===== src/rtl/div_clk_mon.sv =====
// Divided-clock monitor: measures period and high time of a clk-synchronous
// divided clock, confirms the expected ratio (lock) and flags bad periods/timeouts.
module div_clk_mon #(
  parameter int unsigned DIV      = 4,
  parameter int unsigned HIGH     = 2,
  parameter int unsigned LOCK_CNT = 4,
  parameter int unsigned CW       = 8
) (
  input  logic          clk,
  input  logic          rst,
  input  logic          div_in,
  output logic [CW-1:0] period,
  output logic [CW-1:0] high_time,
  output logic          lock,
  output logic          err,
  output logic [7:0]    err_cnt
);

  localparam int unsigned GW_MIN = 3;
  localparam int unsigned GW_REQ = int'($clog2(LOCK_CNT + 1));
  localparam int unsigned GW     = (GW_REQ > GW_MIN) ? GW_REQ : GW_MIN;

  localparam logic [1:0] S_IDLE   = 2'd0;
  localparam logic [1:0] S_ACQ    = 2'd1;
  localparam logic [1:0] S_LOCKED = 2'd2;

  localparam logic [CW-1:0] CNT_MAX = '1;
  localparam logic [CW-1:0] DIV_V   = CW'(DIV);
  localparam logic [CW-1:0] HIGH_V  = CW'(HIGH);
  localparam logic [CW-1:0] TMO_V   = CW'(2 * DIV - 1);
  localparam logic [GW-1:0] LOCK_V  = GW'(LOCK_CNT);

  logic          div_d;
  logic [CW-1:0] per_cnt;
  logic [CW-1:0] hi_cnt;
  logic          hi_ok;
  logic [1:0]    state, state_nxt;
  logic [GW-1:0] good_cnt, good_nxt;
  logic          err_nxt;

  logic          rise_c, fall_c, tmo_c, good_c;
  logic [CW-1:0] per_p1_c;
  logic [GW-1:0] good_inc_c;

  // Edge detection and the combinational period check taken at each rise
  always_comb begin
    rise_c     = div_in & ~div_d;
    fall_c     = ~div_in & div_d;
    per_p1_c   = (per_cnt == CNT_MAX) ? CNT_MAX : per_cnt + CW'(1);
    good_c     = (per_p1_c == DIV_V) && hi_ok;
    tmo_c      = (state != S_IDLE) && (per_cnt == TMO_V) && !rise_c;
    good_inc_c = good_cnt + GW'(1);
  end

  // Next-state logic; a rise always takes priority over a timeout
  always_comb begin
    state_nxt = state;
    good_nxt  = good_cnt;
    err_nxt   = 1'b0;
    if (rise_c) begin
      if (state == S_IDLE) begin
        state_nxt = S_ACQ;
        good_nxt  = '0;
      end else if (!good_c) begin
        err_nxt   = 1'b1;
        good_nxt  = '0;
        state_nxt = S_ACQ;
      end else if (state == S_ACQ) begin
        good_nxt = good_inc_c;
        if (good_inc_c == LOCK_V) state_nxt = S_LOCKED;
      end else if (state != S_LOCKED) begin
        state_nxt = S_IDLE;
        good_nxt  = '0;
      end
    end else if (tmo_c) begin
      err_nxt   = 1'b1;
      good_nxt  = '0;
      state_nxt = S_IDLE;
    end
  end

  always_ff @(posedge clk or negedge rst) begin
    if (!rst) begin
      state    <= S_IDLE;
      good_cnt <= '0;
    end else begin
      state    <= state_nxt;
      good_cnt <= good_nxt;
    end
  end

  // Measurement counters and registered outputs
  always_ff @(posedge clk or negedge rst) begin
    if (!rst) begin
      div_d     <= 1'b0;
      per_cnt   <= '0;
      hi_cnt    <= '0;
      hi_ok     <= 1'b0;
      period    <= '0;
      high_time <= '0;
      lock      <= 1'b0;
      err       <= 1'b0;
      err_cnt   <= '0;
    end else begin
      div_d <= div_in;
      lock  <= (state_nxt == S_LOCKED);
      err   <= err_nxt;
      if (err_nxt && (err_cnt != 8'hFF)) err_cnt <= err_cnt + 8'd1;

      if (rise_c) begin
        per_cnt <= '0;
        period  <= per_p1_c;
      end else if (per_cnt != CNT_MAX) begin
        per_cnt <= per_cnt + CW'(1);
      end

      if (rise_c) hi_cnt <= CW'(1);
      else if (div_in && (hi_cnt != CNT_MAX)) hi_cnt <= hi_cnt + CW'(1);

      if (fall_c) high_time <= hi_cnt;
      // A timeout invalidates any high time captured in the same cycle
      if (tmo_c) hi_ok <= 1'b0;
      else if (fall_c) hi_ok <= (hi_cnt == HIGH_V);
    end
  end

endmodule


===== config.mk =====
export PLATFORM = sky130hd
export DESIGN_NAME = div_clk_mon
export DESIGN_NICKNAME = d
export VERILOG_FILES = /design/src/rtl/div_clk_mon.sv
export SDC_FILE = /design/constraint.sdc
export NUM_CORES = 1
export LEC_CHECK = 0
export BUFFER_PORTS_ARGS = -buffer_cell sky130_fd_sc_hd__buf_2
export CAP_MARGIN = 20
export CORE_ASPECT_RATIO = 1.1
export CORE_MARGIN = 2
export CORE_UTILIZATION = 46
export CTS_BUF_LIST = sky130_fd_sc_hd__clkbuf_4 sky130_fd_sc_hd__clkbuf_8
export CTS_CLUSTER_DIAMETER = 50
export CTS_CLUSTER_SIZE = 10
export DETAILED_ROUTE_END_ITERATION = 16
export HOLD_SLACK_MARGIN = 0.15
export PLACE_DENSITY = 0.72
export SLEW_MARGIN = 15
export SYNTH_ARGS = -nofsm -noshare
export SYNTH_HDL_FRONTEND = slang
export SYNTH_SLANG_ARGS = --single-unit

===== constraint.sdc =====
create_clock -name clk -period 2.7 [get_ports clk]
set_input_delay 0.27 -clock clk [delete_from_list [all_inputs] [get_ports clk]]
set_output_delay 0.27 -clock clk [all_outputs]
set_load 0.05 [all_outputs]

==> impl_metrics.sql, run 1 <==
INSERT INTO impl_metrics (metric_group, metric, value, unit) VALUES
('critical_path', 'maximum_single_stage_delay_on_the_critical_path', '0.45', 'ns'),
('critical_path', 'required', '2.89', 'ns'),
('global_route', 'grt_usage', '0.180', ''),
('detailed_routing', 'detailedRoute.firstPassIterationCount', '4', ''),
('die', 'die-width', '72.1', 'um'),
('critical_path', 'worst-endpoint-arrival', '2.69', 'ns'),
('critical_path', 'crit_type', 'reg -> reg', ''),
('clock_network', 'worst_skew_pair.late_latency', '0.30', 'ns'),
('place', 'dp_hpwl', '3.25', 'mm'),
('critical_path', 'reg_to_reg_start', 'per_cnt[0]', ''),
('sta', 'totalNegativeSetupSlack', '0', 'ns'),
('die', 'num_rows', '27', ''),
('worst_hold_path', 'min_path_type', 'in -> async', ''),
('sta', 'grt_setup_unrepaired', 'no', ''),
('logic_synthesis', 'synth-edff-count', '0', ''),
('die', 'core-area', '4970', 'um^2'),
('logic_synthesis', 'synth_cell_type_count', '42', ''),
('finish', 'layoutNonFillerInstCount', '312', ''),
('die', 'floorplan.initialDensity', '0.472', ''),
('die', 'area_enclosed_by_the_die_boundary', '5690', 'um^2'),
('place', 'placement.io_buffers', '28', ''),
('critical_path', 'worst_path_buffer_plus_inverter_count', '0', ''),
('detailed_routing', 'drtAntennaViolNets', '0', ''),
('critical_path', 'worstRegToRegCells', '7', ''),
('sta', 'hold_violations', '0', ''),
('critical_path', 'startpoint_type', 'flop', ''),
('finish', 'syn_to_final_growth', '13.8', '%'),
('run_status', 'status', 'finished, final reports clean', ''),
('power_and_ir_drop', 'powerDensity', '819', 'nW/um^2'),
('detailed_routing', 'detail_route.vias_per_cell', '5.55', ''),
('critical_path', 'worstSetupEndpointType', 'flop', ''),
('place', 'place_inst', '303', ''),
('clock_network', 'post_cts_setup_buffers', '0', ''),
('sta', 'report.final.setup_viol', '0', ''),
('finish', 'final_cell_mix', 'sky130_fd_sc_hd__dfrtp_1, sky130_fd_sc_hd__nand2_1, sky130_fd_sc_hd__buf_2', ''),
('logic_synthesis', 'synthesis.nets', '228', ''),
('global_route', 'total_global_routing_overflow', '0', ''),
('critical_path', 'timing.critical_path.to', 'err_cnt[1]', ''),
('detailed_routing', 'drc', '0', ''),
('clock_network', 'clk_transition_reported_paths', '0.08', 'ns'),
('clock_network', 'htree_num_levels', '2', ''),
('critical_path', 'startpoint', 'per_cnt[0]', ''),
('detailed_routing', 'wirelength', '4.54', 'mm'),
('finish', 'count_of_filler_cells_inserted_in_the_layout', '440', ''),
('sta', 'maxSlewViolCount', '0', ''),
('clock_network', 'clockBufferDepth', '2', ''),
('critical_path', 'cpMaxStageDelayCell', 'sky130_fd_sc_hd__dfrtp_1', ''),
('finish', 'layout.cells.most_common', 'sky130_fd_sc_hd__dfrtp_1', ''),
('critical_path', 'critPathMaxFanout', '8', ''),
('logic_synthesis', 'post_synth_top_flop', 'sky130_fd_sc_hd__dfrtp_1', ''),
('global_route', 'grt_start_max_net_pins', '27', ''),
('critical_path', 'critical_path.cell_chain', 'ha_1 > and2_1 > a21o_2 > a2111oi_4 > a311oi_4 > o22ai_2 > mux2_4', ''),
('power_and_ir_drop', 'max-vdd-ir-drop', '0.362', 'mV'),
('clock_network', 'cts_tree', 'yes', ''),
('detailed_routing', 'wl_per_cell', '14.6', 'um'),
('clock_network', 'tritoncts_num_sinks', '49', ''),
('die', 'i_o_pins', '29', ''),
('finish', 'post_route_cells_drive_above_1_share', '0.232', ''),
('logic_synthesis', 'synthesis.instances', '219', ''),
('logic_synthesis', 'async_set_reset_flop_share_out_of_synthesis', '1.00', ''),
('sta', 'fmax', '401', 'MHz'),
('finish', 'antenna_diode_count', '0', ''),
('critical_path', 'reg2reg_to', 'err_cnt[1]', ''),
('logic_synthesis', 'synth_area_per_cell', '10.7', 'um^2'),
('job', 'max_cap_viol_count', '0', ''),
('global_route', 'grt_first_pass_wirelength', '8.09', 'mm'),
('sta', 'layout_worst_path_cycle_share', '0.924', ''),
('logic_synthesis', 'netlist_area', '2350', 'um^2'),
('finish', 'nets', '263', ''),
('detailed_routing', 'dr_total_vias', '1731', ''),
('critical_path', 'wp_depth', '7', '');
-- routing by layer --
layer	GRT usage	vias to the layer above	routed length, um
li1	-	832	-
met1	0.235	872	2090
met5	0	-	0
met4	0.0642	0	65
met3	0.0419	7	121
met2	0.292	20	2260
-- Yosys cell counts (2+ instances only) --
cell type                   count  area (um^2)
sky130_fd_sc_hd__and3_1         4         25.0
sky130_fd_sc_hd__nor4_1         2         12.5
sky130_fd_sc_hd__o21ai_0       17         85.1
sky130_fd_sc_hd__o21ai_1        2         10.0
sky130_fd_sc_hd__nand3_1        7         35.0
sky130_fd_sc_hd__xnor2_1        9         78.8
sky130_fd_sc_hd__o2111ai_1      2         17.5
sky130_fd_sc_hd__dfrtp_1       49         1230
sky130_fd_sc_hd__nand2b_1       2         12.5
sky130_fd_sc_hd__a21oi_1        9         45.0
sky130_fd_sc_hd__nand4_1        3         18.8
sky130_fd_sc_hd__xor2_1         4         35.0
sky130_fd_sc_hd__mux2_2         7         78.8
sky130_fd_sc_hd__or3_1          3         18.8
sky130_fd_sc_hd__ha_1           6         75.1
sky130_fd_sc_hd__a22o_1         2         17.5
sky130_fd_sc_hd__inv_1          6         22.5
sky130_fd_sc_hd__mux2_4         2         30.0
sky130_fd_sc_hd__a31oi_1        2         12.5
sky130_fd_sc_hd__nor2_1        23         86.3
sky130_fd_sc_hd__clkbuf_1       4         15.0
sky130_fd_sc_hd__nand2_1       30          113
sky130_fd_sc_hd__nor2b_1        3         18.8
sky130_fd_sc_hd__mux2i_1        3         30.0
-- through the flow --
| stage | total power, mW | setup slack (ns) | hold slack [ns] | util | instance area [um^2] |
|---|---|---|---|---|---|
| floorplan | 1.57 | 0.388 | -0.0256 | - | 2350 |
| global placement | 1.74 | 0.302 | 0.274 | 0.515 | 2560 |
| detailed placement | 1.76 | 0.219 | 0.275 | 0.515 | 2560 |
| CTS | 2.21 | 0.208 | 0.479 | 0.537 | 2670 |
| global route | 2.31 | 0.0186 | 0.511 | 0.537 | 2670 |
| finish | 2.19 | 0.205 | 0.468 | 0.537 | 2670 |
-- power breakdown --
group	internal [mW]	total [mW]	switching, mW	leakage, nW
sequential	0.861	0.995	0.135	0.646
clock	0.214	0.442	0.229	0.0477
combinational	0.220	0.749	0.529	0.625
total	1.29	2.19	0.892	1.32
-- cells by family after synthesis --
| family | share of synthesized area |
|---|---|
| adder cells (fa/ha/maj) | 0.0320 |
| buffers and inverters | 0.0192 |
| XOR/XNOR | 0.0555 |
| multiplexers | 0.0651 |
| AND/OR/NAND/NOR | 0.180 |
| AO/OA/AOI/OAI | 0.126 |
| flip-flops | 0.523 |
-- cell type report --
type / count / area [um^2] / area share
tap: 58 / 72.6 / 0.0272
sequential: 49 / 1230 / 0.459
multi-input combinational: 159 / 1070 / 0.403
clock buffer: 7 / 90.1 / 0.0338
timing repair buffer: 33 / 183 / 0.0684
inverter: 6 / 22.5 / 0.00844
-- worst min path at each step --
stage / from / end / slack, ns / depth (start not counted)
after floorplan: rst / div_d / -0.03 / 0
final: rst / high_time[7] / 0.47 / 2
after CTS: rst / high_time[7] / 0.48 / 2
after global routing: period[5] / period[5] / 0.51 / 2
after detailed placement: rst / high_time[7] / 0.27 / 1
after global placement: rst / high_time[6] / 0.27 / 1
-- flip-flops by register name, summed over array words and instances (netlist names) --
register / cells
err_cnt: 8
hi_cnt: 8
high_time: 8
per_cnt: 8
period: 8
good_cnt: 3
state: 2
div_d: 1
err: 1
hi_ok: 1
lock: 1
-- repair_timing --
action	4_1_cts	5_1_grt
resized for setup	0	0
hold endpoints to repair	24	0
hold buffers	2	0
-- worst register-to-register path, delay by kind of cell (launching register included) --
kind                     cells  cell delay [ns]
multiplexers                 1             0.32
AO/OA/AOI/OAI                4             1.11
flip-flops                   1             0.45
AND/OR/NAND/NOR              1             0.23
adder cells (fa/ha/maj)      1             0.28
No activity file was read; power rests on OpenSTA's default activity.
==> run 2, diff against run 1 <==
--- a/config.mk
+++ b/config.mk
@@ -5,7 +5,7 @@
 export SDC_FILE = /design/constraint.sdc
 export NUM_CORES = 1
 export LEC_CHECK = 0
-export BUFFER_PORTS_ARGS = -buffer_cell sky130_fd_sc_hd__buf_2
+export BUFFER_PORTS_ARGS = -buffer_cell sky130_fd_sc_hd__buf_4
 export CAP_MARGIN = 20
 export CORE_ASPECT_RATIO = 1.1
 export CORE_MARGIN = 2
==> run 2 against run 1 <==
  * Register-to-register slack about the same
  * Critical path depth unchanged
  * Routed wire length down 1.9%
  * Clock power up 2%
  * Sequential power about the same
  * Largest cell class unchanged
  * Critical path type unchanged
  * Final area up 2.3%
  * Die area unchanged
  * First-iteration DRC count up 49%
  * Count of clock-buffer cells in the layout unchanged
  * Utilization up 1.3 points
  * Via count down 0.81%
  * Setup slack better by 0.0088 ns
==> impl_metrics.sql, run 2 (synthesis results as in run 1) <==
INSERT INTO impl_metrics (metric_group, metric, value, unit) VALUES
('global_route', 'antenna_violations_before_repair', '0', ''),
('critical_path', 'critical_path.cell_chain', 'ha_1 > and2_1 > a21o_2 > a2111oi_4 > a311oi_4 > o22ai_2 > mux2_4', ''),
('global_route', 'grt_usage', '0.178', ''),
('power_and_ir_drop', 'powerDensity', '822', 'nW/um^2'),
('die', 'i_o_pins', '29', ''),
('clock_network', 'worst_skew_pair.late_latency', '0.30', 'ns'),
('worst_hold_path', 'min_path_type', 'reg -> reg', ''),
('finish', 'utilization', '0.550', ''),
('critical_path', 'crit_type', 'reg -> reg', ''),
('clock_network', 'clockBufferDepth', '2', ''),
('critical_path', 'startpoint_type', 'flop', ''),
('sta', 'post_route_clock_skew', '0.00980', 'ns'),
('place', 'placement.io_buffers', '28', ''),
('sta', 'layout_worst_path_cycle_share', '0.921', ''),
('place', 'dp_hpwl', '3.15', 'mm'),
('sta', 'maxSlewViolCount', '0', ''),
('clock_network', 'post_cts_resized', '0', ''),
('critical_path', 'maximum_single_stage_delay_on_the_critical_path', '0.44', 'ns'),
('sta', 'worstMarginPinSlew', '0.619', 'ns'),
('sta', 'fmax', '402', 'MHz'),
('clock_network', 'number_of_buffers_created_by_cts', '5', ''),
('run_status', 'status', 'finished, final reports clean', ''),
('die', 'die-width', '72.1', 'um'),
('sta', 'layout_min_cycle_time', '2.49', 'ns'),
('clock_network', 'htree_num_levels', '2', ''),
('power_and_ir_drop', 'max-vdd-ir-drop', '0.548', 'mV'),
('clock_network', 'clockRootBuffer', 'sky130_fd_sc_hd__clkbuf_8', ''),
('detailed_routing', 'wl_per_cell', '14.3', 'um'),
('detailed_routing', 'initialDrtViolationCount', '104', ''),
('detailed_routing', 'detailedRoute.firstPassIterationCount', '4', ''),
('finish', 'post_route_cells_drive_above_1_share', '0.229', ''),
('die', 'fp.dieH', '78.9', 'um'),
('finish', 'syn_to_final_growth', '16.4', '%'),
('sta', 'grt_setup_unrepaired', 'no', ''),
('die', 'core-area', '4970', 'um^2'),
('global_route', 'total_global_routing_overflow', '0', ''),
('global_route', 'grt_first_pass_wirelength', '7.96', 'mm'),
('finish', 'nets', '262', ''),
('global_route', 'first_global_vias', '1720', ''),
('critical_path', 'cpMaxStageDelayCell', 'sky130_fd_sc_hd__dfrtp_1', ''),
('sta', 'slew-limit-headroom', '0.587', ''),
('finish', 'antenna_diode_count', '0', ''),
('detailed_routing', 'dr_total_vias', '1717', ''),
('place', 'place_congestion', '0.908', ''),
('sta', 'totalNegativeSetupSlack', '0', 'ns'),
('critical_path', 'critPathMaxFanout', '8', ''),
('critical_path', 'worst-endpoint-arrival', '2.68', 'ns'),
('sta', 'report.final.setup_viol', '0', ''),
('clock_network', 'clk_transition_reported_paths', '0.09', 'ns'),
('finish', 'count_of_filler_cells_inserted_in_the_layout', '438', ''),
('critical_path', 'required', '2.89', 'ns'),
('detailed_routing', 'drc', '0', ''),
('detailed_routing', 'detail_route.vias_per_cell', '5.52', ''),
('sta', 'hold_violations', '0', ''),
('power_and_ir_drop', 'power.leakage', '1.32', 'nW'),
('clock_network', 'cts_tree', 'yes', ''),
('clock_network', 'post_cts_setup_buffers', '0', ''),
('clock_network', 'tritoncts_num_sinks', '49', ''),
('critical_path', 'worstSetupEndpointType', 'flop', ''),
('global_route', 'grt_start_max_net_pins', '50', ''),
('die', 'floorplan.initialDensity', '0.472', ''),
('job', 'max_cap_viol_count', '0', ''),
('detailed_routing', 'drtAntennaViolNets', '0', ''),
('finish', 'final_cell_mix', 'sky130_fd_sc_hd__dfrtp_1, sky130_fd_sc_hd__nand2_1, sky130_fd_sc_hd__buf_4', ''),
('detailed_routing', 'wirelength', '4.46', 'mm'),
('die', 'num_rows', '27', ''),
('die', 'area_enclosed_by_the_die_boundary', '5690', 'um^2'),
('finish', 'layout.cells.most_common', 'sky130_fd_sc_hd__dfrtp_1', '');
==> run 2: worst paths after layout <==
path | from | end | slack (ns) | depth (start not counted)
setup / recovery | per_cnt[0] | err_cnt[1] | 0.21 | 7
hold / removal | period[1] | period[1] | 0.48 | 2
setup reg to reg | per_cnt[0] | err_cnt[1] | 0.21 | 7
hold reg to reg | period[1] | period[1] | 0.48 | 2
max in group asynchronous | rst | err_cnt[5] | 1.76 | 2
min in group asynchronous | rst | high_time[6] | 0.53 | 2
==> run 2: layout make-up <==
type	count	area (um^2)	share of cell area
inverter	6	22.5	0.00825
tap	58	72.6	0.0266
sequential	49	1230	0.449
multi-input combinational	159	1070	0.393
timing repair buffer	32	245	0.0898
clock buffer	7	90.1	0.0330
==> run 2: per-layer routing <==
| layer | up-vias | global-route usage | share of wire |
|---|---|---|---|
| li1 | 829 | - | - |
| met1 | 853 | 0.229 | 0.45 |
| met2 | 25 | 0.283 | 0.49 |
| met3 | 10 | 0.0482 | 0.031 |
| met4 | 0 | 0.0736 | 0.023 |
| met5 | - | 0 | 0 |
==> run 2: metrics by stage <==
stage	hold slack (ns)	total power [mW]	setup slack, ns	cells	area, um^2
finish	0.478	2.24	0.214	311	2730
global route	0.520	2.38	0.00200	311	2730
CTS	0.480	2.26	0.213	311	2730
detailed placement	0.324	1.81	0.224	302	2620
global placement	0.323	1.80	0.302	302	2620
floorplan	-0.0256	1.57	0.388	219	2350
==> run 2: critical path, delay by kind of cell (launching register included) <==
family | cells | cell delay [ns]
simple gates | 1 | 0.22
mux | 1 | 0.32
fa+ha+maj | 1 | 0.28
flops | 1 | 0.44
compound gates | 4 | 1.12
==> run 2: report_power, final <==
group          internal (mW)  switching, mW  total (mW)
Sequential             0.861          0.140        1.00
Clock                  0.214          0.235       0.449
Combinational          0.268          0.526       0.795
==> run 2: repair_timing <==
item / CTS / global route
hold buffers: 2 / 0
hold endpoints to repair: 50 / 0
setup endpoints to repair: 0 / 0
